File: src/rtl/selector_debounce_updown.sv
// selector_debounce_updown: debounced up/down buttons step a selection index over [SEL_MIN..SEL_MAX]
// with wrap/saturate, press/release edge select and optional auto-repeat while one button is held.
module selector_debounce_updown #(
   parameter int DB_N    = 11,
   parameter int SEL_W   = 2,
   parameter int SEL_MIN = 1,
   parameter int SEL_MAX = 2,
   parameter int SEL_RST = 1,
   parameter int WRAP    = 1,
   parameter int EDGE    = 0,
   parameter int RPT_N   = 0
) (
   input  logic             clk,
   input  logic             reset,
   input  logic             btn_up,
   input  logic             btn_dn,
   output logic [SEL_W-1:0] sel,
   output logic             sel_changed,
   output logic             at_min,
   output logic             at_max,
   output logic             db_up,
   output logic             db_dn
);
   localparam int RW = RPT_N > 0 ? RPT_N : 1;
   localparam logic [SEL_W:0]   MIN_V = (SEL_W+1)'(SEL_MIN);
   localparam logic [SEL_W:0]   MAX_V = (SEL_W+1)'(SEL_MAX);
   localparam logic [SEL_W-1:0] RST_V = SEL_W'(SEL_RST);

   if (SEL_MIN > SEL_MAX || SEL_RST < SEL_MIN || SEL_RST > SEL_MAX || SEL_MAX >= 2**SEL_W) begin : g_bad
      $error("selector_debounce_updown: illegal SEL_MIN/SEL_MAX/SEL_RST");
   end

   // channel 0 = up, channel 1 = dn
   logic [1:0]        btn, s1_q, s2_q, db_q, db_d, dbr_q, ev, stp;
   logic [DB_N-1:0]   cnt_q [2];
   logic [DB_N-1:0]   cnt_d [2];
   logic [RW-1:0]     rpt_q, rpt_d;
   logic [SEL_W-1:0]  sel_q;
   logic [SEL_W:0]    sel_w, up_nx, dn_nx, sel_d;
   logic              chg_q, chg_d, run, rpt_hit;

   assign btn = {btn_dn, btn_up};

   always_comb begin
      for (int i = 0; i < 2; i++) begin
         cnt_d[i] = (s1_q[i] != s2_q[i]) ? '0 : cnt_q[i][DB_N-1] ? cnt_q[i] : cnt_q[i] + 1'b1;
         db_d[i]  = cnt_q[i][DB_N-1] ? s2_q[i] : db_q[i];
      end
      ev      = EDGE != 0 ? (db_q & ~dbr_q) : (~db_q & dbr_q);
      run     = (RPT_N > 0) && (db_q[0] ^ db_q[1]);
      rpt_d   = run ? rpt_q + 1'b1 : '0;
      rpt_hit = run && (&rpt_q);
      stp     = ev | ({2{rpt_hit}} & db_q);
      sel_w   = {1'b0, sel_q};
      up_nx   = (sel_w == MAX_V) ? (WRAP != 0 ? MIN_V : sel_w) : sel_w + 1'b1;
      dn_nx   = (sel_w == MIN_V) ? (WRAP != 0 ? MAX_V : sel_w) : sel_w - 1'b1;
      sel_d   = (stp == 2'b01) ? up_nx : (stp == 2'b10) ? dn_nx : sel_w;
      chg_d   = sel_d != sel_w;
   end

   always_ff @(posedge clk or posedge reset) begin
      if (reset) begin
         s1_q  <= '0;
         s2_q  <= '0;
         db_q  <= '0;
         dbr_q <= '0;
         for (int i = 0; i < 2; i++) cnt_q[i] <= '0;
         rpt_q <= '0;
         sel_q <= RST_V;
         chg_q <= 1'b0;
      end else begin
         s1_q  <= btn;
         s2_q  <= s1_q;
         db_q  <= db_d;
         dbr_q <= db_q;
         for (int i = 0; i < 2; i++) cnt_q[i] <= cnt_d[i];
         rpt_q <= rpt_d;
         sel_q <= sel_d[SEL_W-1:0];
         chg_q <= chg_d;
      end
   end

   assign sel         = sel_q;
   assign sel_changed = chg_q;
   assign at_min      = sel_q == MIN_V[SEL_W-1:0];
   assign at_max      = sel_q == MAX_V[SEL_W-1:0];
   assign db_up       = db_q[0];
   assign db_dn       = db_q[1];
endmodule
File: config.mk
export PLATFORM = sky130hd
export DESIGN_NAME = selector_debounce_updown
export DESIGN_NICKNAME = d
export VERILOG_FILES = /design/src/rtl/selector_debounce_updown.sv
export SDC_FILE = /design/constraint.sdc
export NUM_CORES = 1
export LEC_CHECK = 0
export ABC_AREA = 0
export BUFFER_PORTS_ARGS = -buffer_cell sky130_fd_sc_hd__buf_2
export CORE_MARGIN = 2
export CORE_UTILIZATION = 45
export CTS_BUF_LIST = sky130_fd_sc_hd__clkbuf_8
export DETAILED_ROUTE_END_ITERATION = 8
export GPL_TIMING_DRIVEN = 0
export PLACE_DENSITY = 0.73
export SETUP_SLACK_MARGIN = 0.2
export SYNTH_ARGS = -nofsm -noshare
export SYNTH_HDL_FRONTEND = slang
export SYNTH_SLANG_ARGS = --single-unit
File: constraint.sdc
create_clock -name clk -period 1.95 [get_ports clk]
set_clock_uncertainty 0.15 [all_clocks]
set_input_delay 0 -clock clk [delete_from_list [all_inputs] [get_ports clk]]
set_output_delay 0 -clock clk [all_outputs]
set_load 0.01 [all_outputs]
==> results of run 1 <==
## report_power, final
part / total (W) / switching [W] / internal [W]
combinational: 0.0000912 / 0.0000524 / 0.0000387
clock: 0.000492 / 0.000246 / 0.000246
sequential: 0.000739 / 0.0000300 / 0.000709
## path summary, 6_finish.rpt
kind                           from         to  cells after the start
max                        cnt_q[0]   cnt_q[6]                      5
min                          btn_up    s1_q[0]                      2
max reg2reg                cnt_q[0]   cnt_q[6]                      5
min reg2reg                 s1_q[1]    s2_q[1]                      0
max in group asynchronous     reset  cnt_q[12]                      3
min in group asynchronous     reset   cnt_q[1]                      3
## per-layer routing
metal	vias to the layer above	share of wire, %
li1	478	-
met1	457	46
met2	13	50
met3	6	3.2
met4	0	1.1
met5	-	0
## cells in the final DEF (no fill, tap or decap)
cell type      synthesis  final
buf_6                  1      1
nor2_1                20     20
clkbuf_1               2      2
ha_1                   2      2
clkinv_2               0      2
xnor2_1                6      6
a21oi_1                4      4
clkbuf_8               0      5
nand3_1                2      2
o21a_1                 2      2
inv_1                  2      2
nand3_4                1      1
a41oi_1                1      1
nand3b_1               1      1
nor3_1                 2      2
o21ai_0                6      6
and3_1                 1      1
nor2b_4                1      1
mux2i_1                2      2
nor4_1                 1      1
nand2_1                8      8
and3b_1                1      1
nand4_1                4      4
clkinvlp_4             0      1
nand4b_4               1      1
buf_2                  1     11
xor2_1                13     13
and3b_2                1      1
nand2b_1               1      1
nor4_2                 1      1
dfstp_2                1      1
dlygate4sd3_1          0      3
or3_1                  4      4
dfrtp_1               32     32
mux2_2                 2      2
nor2b_1                4      4
## cells by family (layout without fill, tap and decap cells)
family                   Yosys count  in the layout  synth area share (%)
XOR/XNOR                          19             19                  11.3
multiplexers                       4              4                  2.88
adder cells (fa/ha/maj)            2              2                  1.69
AO/OA/AOI/OAI                     13             13                  4.99
AND/OR/NAND/NOR                   54             54                  21.2
flip-flops                        33             33                  55.9
buffers and inverters              6             27                  2.12
## synthesized netlist by cell type
master / n
nand4_1: 4
a21oi_1: 4
nand2_1: 8
nand3b_1: 1
mux2i_1: 2
nand3_4: 1
nand4b_4: 1
nand2b_1: 1
o21ai_0: 6
a41oi_1: 1
ha_1: 2
clkbuf_1: 2
mux2_2: 2
buf_6: 1
nor2b_4: 1
inv_1: 2
xnor2_1: 6
nor4_2: 1
dfstp_2: 1
dfrtp_1: 32
nor3_1: 2
o21a_1: 2
and3b_2: 1
or3_1: 4
and3_1: 1
buf_2: 1
and3b_1: 1
nor2_1: 20
xor2_1: 13
nor4_1: 1
nand3_1: 2
nor2b_1: 4
## timing repair
action / CTS / global route
hold buffers: 3 / 0
hold endpoints to repair: 34 / 0
setup buffers: 0 / 0
## sequential cells by signal (all words and copies together), names as in the netlist
| signal | count |
|---|---|
| s2_q | 2 |
| dbr_q | 2 |
| sel | 2 |
| sel_changed | 1 |
| s1_q | 2 |
| cnt_q | 22 |
| db_q | 2 |
## area by class of cell
class                      instances  area (um^2)  area share, %
buffer                             4         23.8           1.40
clock buffer                       5         68.8           4.05
clock inverter                     3         17.5           1.03
inverter                           2         7.51          0.442
multi-input combinational         92          621           36.5
sequential                        33          827           48.6
tap                               44         55.1           3.24
timing repair buffer              13         80.1           4.71
## per-stage QoR
stage | total power, W | setup slack, ns | cells
floorplan | 0.000817 | 0.455 | 131
global placement | 0.000835 | 0.390 | 185
detailed placement | 0.000841 | 0.326 | 185
CTS | 0.00134 | 0.306 | 196
global route | 0.00139 | 0.208 | 196
finish | 0.00132 | 0.315 | 196
## worst max-delay path: stages (launching register included)
cell and delay [ns]:
dfrtp_1 0.40, ha_1 0.20, nor2b_4 0.19, nand3_4 0.11, or3_1 0.36, a21oi_1 0.15
==> metrics.md, run 1 <==
| Metric | Value |
|---|---|
| Syn-to-layout area delta | 15.0% |
| Sequential area share after synthesis | between 50 and 60% |
| Top-area cell type share of the netlist area | 54.1% |
| Vias in the first global route | 961 |
| First-pass GRT wire length | 4110 um |
| Post-synthesis cell type with the largest combined area | dfrtp_1 |
| First-pass iteration count of the detailed router | 4 |
| Setup-failing EPs final | 0 |
| Worst skew pair latency | 0.29 ns |
| Core Util, Final | 55.2% |
| Met3 Usage GRT | 5.67% |
| Final #Nets | 157 |
| Total CTS buffers | 5 |
| Pleak | 0.793 nW |
| Initial Util | 48.0% |
| Fmax achieved | 611 MHz |
| Final period util | 83.9% |
| Hold Path Class | input port to flop |
| Max VDD drop | 492 uV |
| Routed Antenna Nets | 0 |
| #FFs+latches synth | 33 |
| Post_cts resized | 0 |
| Synth area leaders | dfrtp_1 (54%), xor2_1 (7.7%), nor2_1 (5.1%), xnor2_1 (3.6%), o21ai_0 (2.0%) |
| RSZ-0062 raised after global routing | no |
| Largest net degree at the start of global routing | 34 |
| DRC viols | 0 |
| Yosys warns | 0 |
| Arrival @ worst endpoint | roughly 1.7 ns |
| Routability congestion estimate | 0.743 |
| Crit Path Category | flop to flop |
| Routed WL | roughly 2300 um |
| Slew @ Worst Pin | 1.20 ns |
| Starting DRT DRC Count | 25 |
| Wire per inst | between 10 and 15 um |
| Die Width | around 61 um |
| Slew margin rel. | between 20% and 30% |
| Syn nets | 137 |
| Minimum clock period | 1.64 ns |
| Clock H-tree levels | 2 |
| Fillers | 262 |
| Busiest grt layer | met2 |
| Synth Instances | 131 |
| I/O Buffers | 10 |
| Synth cell types | 32 |
| Worst setup SP type | flop |
| Root Buffer | clkbuf_8 |
| Congestion Overflow GR | 0 |
| DP HPWL | 1620 um |
| Rows | 20 |
| Final count of hold timing violations | 0 |
| Reg clk slew, reported paths | approximately 0.080 ns |
| Flop2flop setup slack | ~0.31 ns |
| Via count | 954 |
| Met1 usage | roughly 17% |
| Syn avg cell area | 11.3 um^2 |
| Layout cells sized above 1 | around 18% |
| Cell area after synthesis | 1480 um^2 |
| Final TNS setup | 0 ns |
| Run status | finished, final reports clean |
| Crit end category | flop |
| Top Ports | 11 |
| WP data required | 2.01 ns |
| Slew Limit Fails | 0 |
| Antenna cells | 0 |
| Total track usage | 15.4% |
| Fin area | 1700 um^2 |
| Total clock sinks | 33 |
| MaxCap Viol Count | 0 |
| Core Region | 3080 um^2 |
| Deepest clock path buffer count | 2 |
| WHS | between 0.2 and 0.25 ns |
| Worst-path fanout max | 5 |
| Initial antenna violation count | 0 |
| Routed vias/inst | approximately 4.9 |
| Die ar. | 3760 um^2 |
| Placed inst area | 1580 um^2 |
| Power Dens Cells | 778 nW/um^2 |
| M2 GR Usage | roughly a quarter |
| Chip Height | 61.3 um |
| CTS tree | done |
(Power assumes the default switching activity.)
==> inputs of run 2 (changes only) <==
==> constraint.sdc (replaced) <==
create_clock -name clk -period 1.6 [get_ports clk]
set_clock_uncertainty 0.15 [all_clocks]
set_input_delay 0 -clock clk [delete_from_list [all_inputs] [get_ports clk]]
set_output_delay 0 -clock clk [all_outputs]
set_load 0.01 [all_outputs]
==> run 2 against run 1 <==
Flip-flop and latch count unchanged; power increased by 44%; via count rose by 9.1%; worst hold slack improved by 0.0025 ns; sequential power is 21% higher; final cell count is 7.1% higher; global-route usage up 2.9 points; clock power increased by 66%; combinational power increased by 110%; routed wire length rose by 37%; setup slack got worse by 0.29 ns; die area unchanged; critical path type unchanged; critical endpoint is now cnt_q[8].
==> metrics.md, run 2 (synthesis results as in run 1) <==
| Metric | Value |
|---|---|
| Run status | finished, final reports clean |
| Root Buffer | clkbuf_8 |
| Slew @ Worst Pin | 0.619 ns (-0.579 ns) |
| RSZ-0062 raised after global routing | yes |
| DRC viols | 0 (unchanged) |
| Commonest non-fill, non-tap cell in the layout | dfrtp_1 |
| Number of flip-flops in the largest register | 22 (unchanged) |
| Hold Path Class | input port to async pin |
| Die Width | 61.3 um (unchanged) |
| Largest net degree at the start of global routing | 34 (unchanged) |
| CTS tree | done |
| Wire per inst | 14.9 um (+28%) |
| Core Region | 3080 um^2 (unchanged) |
| Clock H-tree levels | 2 (unchanged) |
| First-pass iteration count of the detailed router | 4 (unchanged) |
| Routability congestion estimate | 0.816 (+9.8%) |
| DP HPWL | 1790 um (+11%) |
| Slew margin rel. | 58.7% (+39 points) |
| Fillers | 256 (-2.3%) |
| Antenna cells | 0 (unchanged) |
| Total CTS buffers | 5 (unchanged) |
| Routed Antenna Nets | 0 (unchanged) |
| Crit end category | flop |
| Minimum clock period | 1.57 ns (-0.0604 ns) |
| Final #Nets | 171 (+8.9%) |
| Initial Util | 48.0% (unchanged) |
| WP data required | 1.66 ns (-0.35 ns) |
| Total track usage | 18.3% (+2.9 points) |
| Switching power | 0.000441 W (+34%) |
| Worst setup SP type | flop |
| Switching share of power | 23.1% (-1.7 points) |
| Max VDD drop | 529 uV (+7.5%) |
| Initial antenna violation count | 0 (unchanged) |
| Top Ports | 11 (unchanged) |
| Flop pwr share | 46.9% (-9.0 points) |
| Starting DRT DRC Count | 39 (+56%) |
| Deepest clock path buffer count | 2 (unchanged) |
| Via count | 1041 (+9.1%) |
| Reg clk slew, reported paths | 0.07 ns (about the same) |
| Final period util | 98.4% (+15 points) |
| Total clock sinks | 33 (unchanged) |
| Worst skew pair latency | 0.29 ns (about the same) |
| Setup-failing EPs final | 0 (unchanged) |
| Core Util, Final | 63.4% (+8.1 points) |
| Final count of hold timing violations | 0 (unchanged) |
| Pint | 0.00146 W (+47%) |
| I/O Buffers | 10 (unchanged) |
| Syn-to-layout area delta | 31.9% |
| Die ar. | 3760 um^2 (unchanged) |
| Clock Power Share | 43.0% (+5.8 points) |
| Final TNS setup | 0 ns (unchanged) |
| Slew Limit Fails | 0 (unchanged) |
| Chip Height | 61.3 um (unchanged) |
| First-pass GRT wire length | 4780 um (+16%) |
| Most flop-heavy register | cnt_q |
| Routed WL | 3140 um (+37%) |
| Layout cells sized above 1 | 38.0% (+20 points) |
| Pleak | 0.912 nW (+15%) |
| MaxCap Viol Count | 0 (unchanged) |
| Power Dens Cells | 976 nW/um^2 (+26%) |
| Comb pwr share | 10.1% (+3.2 points) |
| Routed vias/inst | 4.96 (+1.8%) |
| Worst-path fanout max | 5 (unchanged) |
| Rows | 20 (unchanged) |
| Fmax achieved | 635 MHz (+3.8%) |
| Arrival @ worst endpoint | 1.64 ns (-0.06 ns) |
| Flop2flop setup slack | 0.03 ns (-0.29 ns) |
| Vias in the first global route | 1059 (+10%) |
| Congestion Overflow GR | 0 (unchanged) |
| Crit Path Category | flop to flop |
| Most frequent cells in the layout | dfrtp_1 (31), nor2_1 (20), buf_4 (12) |
-- run 2: worst paths after layout --
path	startpoint	endpoint	depth (start not counted)
max	cnt_q[1]	cnt_q[8]	5
min	reset	s2_q[0]	3
max reg2reg	cnt_q[1]	cnt_q[8]	5
min reg2reg	s1_q[1]	s2_q[1]	0
max in group asynchronous	reset	cnt_q[14]	4
min in group clk	btn_dn	s1_q[1]	2
-- run 2: routing by layer --
layer | part of all wire, % | GRT usage [%] | vias up
met1 | 39 | 20.3 | 516
li1 | - | - | 503
met2 | 56 | 32.1 | 17
met3 | 3.1 | 5.67 | 5
met4 | 1.6 | 8.39 | 0
met5 | 0 | 0 | -
-- run 2: area by class of cell --
type	count	area (um^2)	share of cell area (%)
repair buffers	27	209	10.7
clock buffers	6	82.6	4.23
well taps	44	55.1	2.82
inverters	2	7.51	0.385
plain buffers	4	32.5	1.67
clock inverters	2	37.5	1.92
flip-flops and latches	33	828	42.5
multi-input cells	92	698	35.8
-- run 2: worst max-delay path: stages (launching register included) --
cell and delay, ns:
dfrtp_1 0.36, ha_2 0.18, nor2b_4 0.18, nand3_4 0.12
or3_4 0.39, a21oi_2 0.13
-- run 2: per-stage QoR --
step           power, W  std cells  setup WS [ns]  instance area (um^2)  hold WS (ns)
2_1_floorplan  0.000997        131          0.114                  1480        -0.119
3_3_place_gp    0.00102        185         0.0412                  1590       -0.0417
3_5_place_dp    0.00103        185        -0.0179                  1590       -0.0402
4_1_cts         0.00188        205         0.0288                  1840       -0.0793
5_1_grt         0.00196        210        -0.0458                  1950         0.208
6_report        0.00190        210         0.0250                  1950         0.208
-- run 2: timing repair --
item,CTS,global route
buffers inserted,10,3
endpoints found under the hold margin,34,12
pin swaps,7,12
hold buffers,2,1
resized for setup,11,15
setup endpoints to repair,11,17
-- run 2: power by group through the flow --
stage	Clock [W]	Sequential (W)	Combinational, W
floorplan	0	0.000910	0.0000864
global placement	0	0.000915	0.000103
detailed placement	0	0.000919	0.000114
CTS	0.000823	0.000891	0.000168
global route	0.000856	0.000897	0.000211
finish	0.000819	0.000893	0.000193
